--- src/rtl/mem_bus_arbiter.sv ---
// Round-robin arbiter sharing one synchronous RAM between the fetch and load/store ports,
// with a memory-mapped IO window decoded on the data port. IDLE -> ACCESS -> RESPOND per transaction.
module mem_bus_arbiter #(
   parameter int MEM_AW = 8,
   parameter int IO_BIT = 22,
   parameter int IO_AW  = 6
) (
   input  logic              clk,
   input  logic              resetn,
   input  logic              i_req,
   input  logic [31:0]       i_addr,
   output logic [31:0]       i_rdata,
   output logic              i_ack,
   input  logic              d_req,
   input  logic [31:0]       d_addr,
   input  logic [3:0]        d_wmask,
   input  logic [31:0]       d_wdata,
   output logic [31:0]       d_rdata,
   output logic              d_ack,
   output logic              mem_en,
   output logic [MEM_AW-1:0] mem_addr,
   output logic [3:0]        mem_wmask,
   output logic [31:0]       mem_wdata,
   input  logic [31:0]       mem_rdata,
   output logic              io_rd,
   output logic              io_wr,
   output logic [IO_AW-1:0]  io_addr,
   output logic [31:0]       io_wdata,
   input  logic [31:0]       io_rdata
);
   typedef enum logic [1:0] {S_IDLE, S_ACCESS, S_RESPOND} state_t;

   state_t             r_state;
   logic               r_last_d, r_gnt_d, r_is_io, r_wr;
   logic               r_i_ack, r_d_ack;
   logic               r_mem_en, r_io_rd, r_io_wr;
   logic [MEM_AW-1:0]  r_mem_addr;
   logic [3:0]         r_mem_wmask;
   logic [31:0]        r_mem_wdata, r_io_wdata, r_io_hold;
   logic [IO_AW-1:0]   r_io_addr;

   logic               w_gnt, w_gnt_d, w_is_io, w_wr;
   logic [31:0]        w_addr, w_wdata;
   logic [3:0]         w_wmask;
   logic               w_unused;

   // On a tie the port that was not served last wins.
   assign w_gnt   = i_req | d_req;
   assign w_gnt_d = d_req & (~i_req | ~r_last_d);
   assign w_addr  = w_gnt_d ? d_addr  : i_addr;
   assign w_wmask = w_gnt_d ? d_wmask : 4'b0000;
   assign w_wdata = w_gnt_d ? d_wdata : 32'h0;
   assign w_is_io = w_gnt_d & d_addr[IO_BIT];
   assign w_wr    = |w_wmask;
   assign w_unused = ^{i_addr, d_addr};

   always_ff @(posedge clk or negedge resetn) begin
      if (!resetn) begin
         r_state     <= S_IDLE;
         r_last_d    <= 1'b1;
         r_gnt_d     <= 1'b0;
         r_is_io     <= 1'b0;
         r_wr        <= 1'b0;
         r_i_ack     <= 1'b0;
         r_d_ack     <= 1'b0;
         r_mem_en    <= 1'b0;
         r_mem_addr  <= '0;
         r_mem_wmask <= 4'b0000;
         r_mem_wdata <= 32'h0;
         r_io_rd     <= 1'b0;
         r_io_wr     <= 1'b0;
         r_io_addr   <= '0;
         r_io_wdata  <= 32'h0;
         r_io_hold   <= 32'h0;
      end else begin
         case (r_state)
            S_IDLE: begin
               if (w_gnt) begin
                  r_state  <= S_ACCESS;
                  r_gnt_d  <= w_gnt_d;
                  r_last_d <= w_gnt_d;
                  r_is_io  <= w_is_io;
                  r_wr     <= w_wr;
                  if (w_is_io) begin
                     r_io_rd    <= ~w_wr;
                     r_io_wr    <= w_wr;
                     r_io_addr  <= w_addr[IO_AW+1:2];
                     r_io_wdata <= w_wdata;
                  end else begin
                     r_mem_en    <= 1'b1;
                     r_mem_addr  <= w_addr[MEM_AW+1:2];
                     r_mem_wmask <= w_wmask;
                     r_mem_wdata <= w_wdata;
                  end
               end
            end
            S_ACCESS: begin
               // IO read data is only valid while io_rd is up, so hold it for RESPOND.
               if (r_io_rd) r_io_hold <= io_rdata;
               r_mem_en    <= 1'b0;
               r_mem_addr  <= '0;
               r_mem_wmask <= 4'b0000;
               r_mem_wdata <= 32'h0;
               r_io_rd     <= 1'b0;
               r_io_wr     <= 1'b0;
               r_io_addr   <= '0;
               r_io_wdata  <= 32'h0;
               r_i_ack     <= ~r_gnt_d;
               r_d_ack     <= r_gnt_d;
               r_state     <= S_RESPOND;
            end
            S_RESPOND: begin
               r_i_ack <= 1'b0;
               r_d_ack <= 1'b0;
               r_state <= S_IDLE;
            end
            default: r_state <= S_IDLE;
         endcase
      end
   end

   assign i_ack     = r_i_ack;
   assign d_ack     = r_d_ack;
   assign mem_en    = r_mem_en;
   assign mem_addr  = r_mem_addr;
   assign mem_wmask = r_mem_wmask;
   assign mem_wdata = r_mem_wdata;
   assign io_rd     = r_io_rd;
   assign io_wr     = r_io_wr;
   assign io_addr   = r_io_addr;
   assign io_wdata  = r_io_wdata;

   // RAM data arrives the cycle after mem_en, which is exactly the RESPOND cycle.
   assign i_rdata = r_i_ack ? mem_rdata : 32'h0;
   assign d_rdata = (r_d_ack && !r_wr) ? (r_is_io ? r_io_hold : mem_rdata) : 32'h0;
endmodule

--- config.mk ---
export PLATFORM = sky130hd
export DESIGN_NAME = mem_bus_arbiter
export DESIGN_NICKNAME = d
export VERILOG_FILES = /design/src/rtl/mem_bus_arbiter.sv
export SDC_FILE = /design/constraint.sdc
export NUM_CORES = 1
export LEC_CHECK = 0
export ABC_AREA = 1
export CORE_AREA = 8 8 119 121
export DETAILED_ROUTE_END_ITERATION = 10
export DIE_AREA = 0 0 127 129
export DONT_BUFFER_PORTS = 1
export GPL_TIMING_DRIVEN = 0
export PLACE_DENSITY = 0.65
export SKIP_LAST_GASP = 1
export SLEW_MARGIN = 20
export SYNTH_ARGS = -nofsm -noshare
export SYNTH_HDL_FRONTEND = slang
export SYNTH_SLANG_ARGS = --single-unit
--- constraint.sdc ---
create_clock -name clk -period 4.2 [get_ports clk]
set_clock_uncertainty 0.1 [all_clocks]
set_input_delay 0.63 -clock clk [delete_from_list [all_inputs] [get_ports clk]]
set_output_delay 0.63 -clock clk [all_outputs]
set_load 0.01 [all_outputs]
==> impl_results.md, run 1 <==
* Final setup viols at 0
* Gate Count Post-Synth at 779
* Worst Hold Class: in -> async
* Yosys warning count at 0
* Routed Antenna Nets at 0
* CTS sink cnt at 125
* Synthesized Nets at ~950
* CTS tree: done
* WL/cell at 19.6 um
* Hold Slack at 0.00290 ns
* Root buffer cell: clkbuf_16
* Achievable Freq at 0.372 GHz
* Number of global-route vias before repair at 5408
* DIE AREA at 16400 um^2
* Rows at 41
* Clock-pin transition on the worst setup and hold timing paths at 0.06 ns
* CTS resizes at 0
* Clock Path Buffers at 2
* Share of the synthesized area in the top cell type at 50.3%
* Worst path most repeated cell: clkbuf_1
* Final worst slack at 1.51 ns
* GRT Util Overall at 22.4%
* Area growth syn-to-layout at 13.2%
* Max Slew Vio Count at 0
* H-tree Lvls at 4
* Most used standard cell by instance count after synthesis: nand2_1
* Yosys reg bits at 125
* Min Tclk post-route at 2.69 ns
* Post-Route WL at 18.8 mm
* RSZ-0062 raised after global routing: no
* Postcts setup bufs at 0
* Status: finished, final reports clean
* Data required, critical path at 3.47 ns
* Total negative slack at 0 ns
* Post-Synth XOR/XNOR Area at 0%
* EDFF count, synth at 0
* Worst vdd ir at 0.324 mV
* Area leader, netlist: dfrtp_1
* Post-Syn Area per Cell at between 7 and 8 um^2
* Diode count at 0
* Worst-path fanout max at 10
* Post-synthesis simple-gate area fraction at roughly a third
* Synth Area in Adders at 0.812%
* Share of cells above drive strength 1 at approximately an eighth
* Compound-gate portion of the synthesized area at 4.22%
* Leakage at 3.80 nW
* Die X at 127 um
* Initial DRC Count at between 300 and 400
* Post-DP HPWL at 14.3 mm
* Initial core utilization at 50.1%
* Unique masters post-synth at 25
* DR vias at 5263
* I/O Pins at 319
* Layout fillers at 1185
* Slew headroom at approximately half
* Crit path DAT at 1.96 ns
* Final Wtd Congestion at a little over 0.9
* Hold-fix buffers, CTS at 1
* Worst slew pin tran at 0.742 ns
* Sequential fraction of the synthesis area at 50.8%
* Main synth FF type: dfrtp_1
* Pre-CTS setup slack at 1.84 ns
* Max incr delay on CP at 0.42 ns
* Worst-skew pair later-pin latency at 0.40 ns
* Top post-synthesis cells by count: nand2_1, dfrtp_1, nand3_1
* DRC violations left at 0
* Pin count of the biggest net entering global routing at ~130
* Hold Vio Cnt, Final at 0
* Post-synthesis mux area share at between 5 and 6%
* Crit path launch type: flip-flop
* Largest cells by area after synthesis: dfrtp_1, nand2_1, nand3_1
* Port Buffers at 0
* Main combinational cell family by area after synthesis: simple AND/OR/NAND/NOR gates
* First-pass GRT wire length at 28.8 mm
* Critical setup path kind: reg -> out
* DR vias/cell at 5.47
* Core Area at approximately 12000 um^2
* Final cycle utilization of the critical path at 64.0%
* Setup crit end kind: output pin
* Crit-path cells: inv_1 > or2_2 > clkbuf_1 > clkbuf_1 > a21oi_1
* Die H at 129 um
* Max-cap violation count at 0
* Slowest CP cell: dfrtp_1
* Synthesized area at between 6000 and 7000 um^2
* Grt total ovfl at 0
* TritonCTS Buffers at 17
* PwrDens at 818 nW/um^2
* Async SR Flop Fraction at 100%
* Initial antenna violation count at 0
* Net count, final at 971
* Pre-Repair DR Iteration Count at 6
==> worst max-delay path, delay by kind of cell, from the launching register on <==
family | cells | cell delay [ns]
DFF | 1 | 0.42
buffers and inverters | 3 | 0.50
AOI/OAI and AO/OA | 1 | 0.37
and+or+nand+nor | 1 | 0.27
==> worst paths after layout <==
| path | from | endpoint | slack [ns] | cells past startpoint |
|---|---|---|---|---|
| hold / removal | resetn | r_io_hold[5] | 0.003 | 1 |
| hold reg to reg | r_gnt_d | i_ack | 0.37 | 1 |
| max in group asynchronous | resetn | r_gnt_d | 3.35 | 1 |
| min in group clk | io_rdata[18] | r_io_hold[18] | 0.27 | 1 |
| setup / recovery | d_ack | d_rdata[10] | 1.51 | 5 |
| setup reg to reg | r_state[1] | mem_wdata[27] | 2.18 | 7 |
==> logic make-up after synthesis <==
family | count (synthesis)
mux | 32
compound gates | 49
fa+ha+maj | 4
flops | 125
buf+inv | 99
simple gates | 470
==> state kept, by name (all words and copies together) (netlist names), 2 cells and up <==
| register | count |
|---|---|
| io_wdata | 32 |
| mem_wdata | 32 |
| r_io_hold | 32 |
| mem_wmask | 4 |
| io_addr | 6 |
| r_state | 2 |
| mem_addr | 8 |
==> layout make-up <==
cell class / instances / area, um^2 / area share, %
buffer: 53 / 258 / 3.70
multi-input combinational: 555 / 2600 / 37.3
timing repair buffer: 1 / 27.5 / 0.395
inverter: 46 / 173 / 2.48
clock inverter: 14 / 158 / 2.26
sequential: 125 / 3130 / 44.9
tap: 150 / 188 / 2.69
clock buffer: 18 / 439 / 6.30
==> metrics by stage <==
step	cell area, um^2	util [%]	power, mW	instances
2_1_floorplan	6160	-	3.65	779
3_3_place_gp	6350	51.6	4.19	929
3_5_place_dp	6350	51.6	4.26	929
4_1_cts	6980	56.7	5.78	962
5_1_grt	6980	56.7	6.12	962
6_report	6980	56.7	5.71	962
==> placed cells by master, fill, tap and decap left out, types with 2 or more instances in the layout <==
cell type   count
o21ai_0         5
nand2_2         5
nor2_1         49
dfrtp_1       124
clkinvlp_4      3
ha_1            4
inv_1          43
bufinv_16       2
buf_4           9
clkbuf_16      17
mux2_2         32
clkinv_4        3
o22ai_1         2
inv_6           5
nand3b_1        6
buf_2          20
nand3_1        90
a21oi_1        40
clkbuf_1       20
inv_2           2
buf_1           4
nand2_1       316
==> layer usage <==
metal	wire length, um	vias up	global-route usage, %
met3	2040	27	9.89
li1	-	2499	-
met2	9420	220	39.1
met1	7010	2517	23.5
met5	0	-	0
met4	367	0	8.47
==> report_power, final <==
part	switching [mW]	internal [mW]	total (mW)
sequential	0.526	1.72	2.24
clock	0.563	0.900	1.46
combinational	1.34	0.660	2.00
total	2.43	3.28	5.71
(Power assumes the default switching activity.)
==> run 2, diff against run 1 <==
clock period = 2.7 ns   (was 4.2 ns; I/O delays follow)
==> run 2 against run 1 <==
The run now ends with negative hold slack left. Largest cell class unchanged. Critical path type unchanged. Power up 55%. Sequential share of layout area up 0.18 points. Die area unchanged. First-iteration DRC count down 11%. Via count down 0.36%. Setup slack worse by 1.3 ns. Hold slack worse by 0.41 ns. Routed wire length down 0.56%. Clock power up 55%. Global-route usage about the same.
==> impl_results.md, run 2 (synthesis gave the netlist of run 1 again) <==
* Postcts setup bufs at 0 (unchanged)
* CTS sink cnt at 125 (unchanged)
* Number of global-route vias before repair at 5423 (was 5408)
* Hold Slack at -0.404 ns (was 0.00290 ns)
* Initial DRC Count at 307 (was 344)
* Slowest CP cell: dfrtp_1 (unchanged)
* Net count, final at 970 (was 971)
* Final setup viols at 0 (unchanged)
* Worst Hold Class: in -> async (unchanged)
* Share of cells above drive strength 1 at 12.9% (was 13.1%)
* H-tree Lvls at 4 (unchanged)
* DIE AREA at 16400 um^2 (unchanged)
* Layout fillers at 1187 (was 1185)
* RSZ-0062 raised after global routing: no (unchanged)
* Worst vdd ir at 0.504 mV (was 0.324 mV)
* Final Wtd Congestion at 0.932 (unchanged)
* Psw at 3.74 mW (was 2.43 mW)
* Hold Vio Cnt, Final at 125 (was 0)
* Crit-path cells: inv_1 > or2_2 > clkbuf_1 > clkbuf_1 > a21oi_1 (unchanged)
* Grt total ovfl at 0 (unchanged)
* Area growth syn-to-layout at 12.7% (was 13.2%)
* Slew headroom at 64.0% (was 50.5%)
* Crit path launch type: flip-flop (unchanged)
* Finished Core Util at 56.4% (was 56.7%)
* Status: complete, but fails checks (was finished, final reports clean)
* Max-cap violation count at 0 (unchanged)
* Clock-pin transition on the worst setup and hold timing paths at 0.06 ns (about the same)
* CTS resizes at 0 (unchanged)
* DR vias at 5244 (was 5263)
* GRT Util Overall at 22.4% (about the same)
* Post-Route WL at 18.7 mm (was 18.8 mm)
* Root buffer cell: clkbuf_16 (unchanged)
* I/O Pins at 319 (unchanged)
* Worst slew pin tran at 0.539 ns (was 0.742 ns)
* Clock Path Buffers at 2 (unchanged)
* Worst r2r src: r_state[1] (unchanged)
* PwrDens at 1270 nW/um^2 (was 818 nW/um^2)
* Worst path most repeated cell: clkbuf_1 (unchanged)
* Port Buffers at 0 (unchanged)
* Core Area at 12300 um^2 (unchanged)
* Routed Antenna Nets at 0 (unchanged)
* DR vias/cell at 5.46 (was 5.47)
* CTS tree: done (unchanged)
* TritonCTS Buffers at 17 (unchanged)
* First-pass GRT wire length at 28.8 mm (about the same)
* Critical setup path kind: reg -> out (unchanged)
* Achievable Freq at 0.406 GHz
* Max incr delay on CP at 0.42 ns (about the same)
* Logic pwr share at 34.8% (was 35.1%)
* Min Tclk post-route at 2.46 ns
* Leading cell type in the layout, fill and taps excluded: nand2_1 (unchanged)
* Die X at 127 um (unchanged)
* Data required, critical path at 2.19 ns (was 3.47 ns)
* Failing checks: negative hold slack
* Max Slew Vio Count at 0 (unchanged)
* Post-DP HPWL at 14.3 mm (unchanged)
* Total negative slack at 0 ns (unchanged)
* Leakage at 3.79 nW (was 3.80 nW)
* Initial core utilization at 50.1% (unchanged)
* Initial antenna violation count at 0 (unchanged)
* DRC violations left at 0 (unchanged)
* Final cycle utilization of the critical path at 91.2%
* Pre-Repair DR Iteration Count at 6 (unchanged)
* Most frequent cells in the layout: nand2_1, dfrtp_1, nand3_1 (unchanged)
* Crit path DAT at 1.96 ns (about the same)
* Setup crit end kind: output pin (unchanged)
* Clock power frac at 25.7% (was 25.6%)
* Crit. Startpoint: d_ack (unchanged)
* Diode count at 0 (unchanged)
* WL/cell at 19.5 um (was 19.6 um)
* Worst-skew pair later-pin latency at 0.40 ns (about the same)
* Worst-path fanout max at 10 (unchanged)
* Seq pwr share at 39.5% (was 39.3%)
* Pin count of the biggest net entering global routing at 126 (unchanged)
* Sw Share at 42.4% (was 42.6%)
* Rows at 41 (unchanged)
* Int Power at 5.09 mW (was 3.28 mW)
* Die H at 129 um (unchanged)
## run 2: cell count changes in the layout (fill, tap and decap cells not counted), sizes merged
cell,delta
buf,-1
## run 2: power by group through the flow
stage                     Clock (mW)  Combinational, mW  Sequential, mW
after floorplan                    0               2.40            3.27
after global placement             0               3.01            3.50
after detailed placement           0               3.11            3.52
after CTS                       2.33               3.12            3.51
after global routing            2.39               3.49            3.59
final                           2.27               3.07            3.49
## run 2: final cells by class
| cell class | count | area, um^2 | area share (%) |
|---|---|---|---|
| Buffer | 53 | 258 | 3.71 |
| Tap cell | 150 | 188 | 2.70 |
| Inverter | 46 | 173 | 2.49 |
| Sequential cell | 125 | 3130 | 45.0 |
| Clock inverter | 14 | 158 | 2.27 |
| Multi-Input combinational cell | 555 | 2600 | 37.5 |
| Clock buffer | 18 | 439 | 6.32 |
## run 2: critical path, delay by kind of cell, from the launching register on
family / cells / cell delay, ns
buffers and inverters: 3 / 0.50
DFF: 1 / 0.42
and+or+nand+nor: 1 / 0.27
AOI/OAI and AO/OA: 1 / 0.37
## run 2: per-stage QoR
stage	hold slack (ns)	setup WS, ns	total power [mW]	instances	area [um^2]
after floorplan	0.00941	0.968	5.67	779	6160
after global placement	0.0160	0.585	6.51	929	6350
after detailed placement	0.0149	0.567	6.63	929	6350
after CTS	-0.425	0.118	8.95	961	6950
after global routing	-0.423	0.0707	9.47	961	6950
final	-0.404	0.238	8.84	961	6950
## run 2: worst paths after layout
| kind | end | slack [ns] | cells past startpoint |
|---|---|---|---|
| setup / recovery | d_rdata[10] | 0.24 | 5 |
| hold / removal | r_io_hold[5] | -0.40 | 0 |
| setup reg to reg | mem_wdata[27] | 0.70 | 7 |
| hold reg to reg | i_ack | 0.37 | 1 |
| max in group asynchronous | io_wdata[28] | 2.66 | 0 |
| min in group clk | r_io_hold[18] | 0.05 | 1 |
## run 2: metal layers
| metal | vias up | wire [um] | track usage (%) | share of wire (%) |
|---|---|---|---|---|
| met1 | 2515 | 7000 | 23.3 | 37 |
| met4 | 0 | 372 | 8.47 | 2.0 |
| met5 | - | 0 | 0 | 0 |
| li1 | 2493 | - | - | - |
| met3 | 28 | 1980 | 9.93 | 11 |
| met2 | 208 | 9390 | 39.3 | 50 |
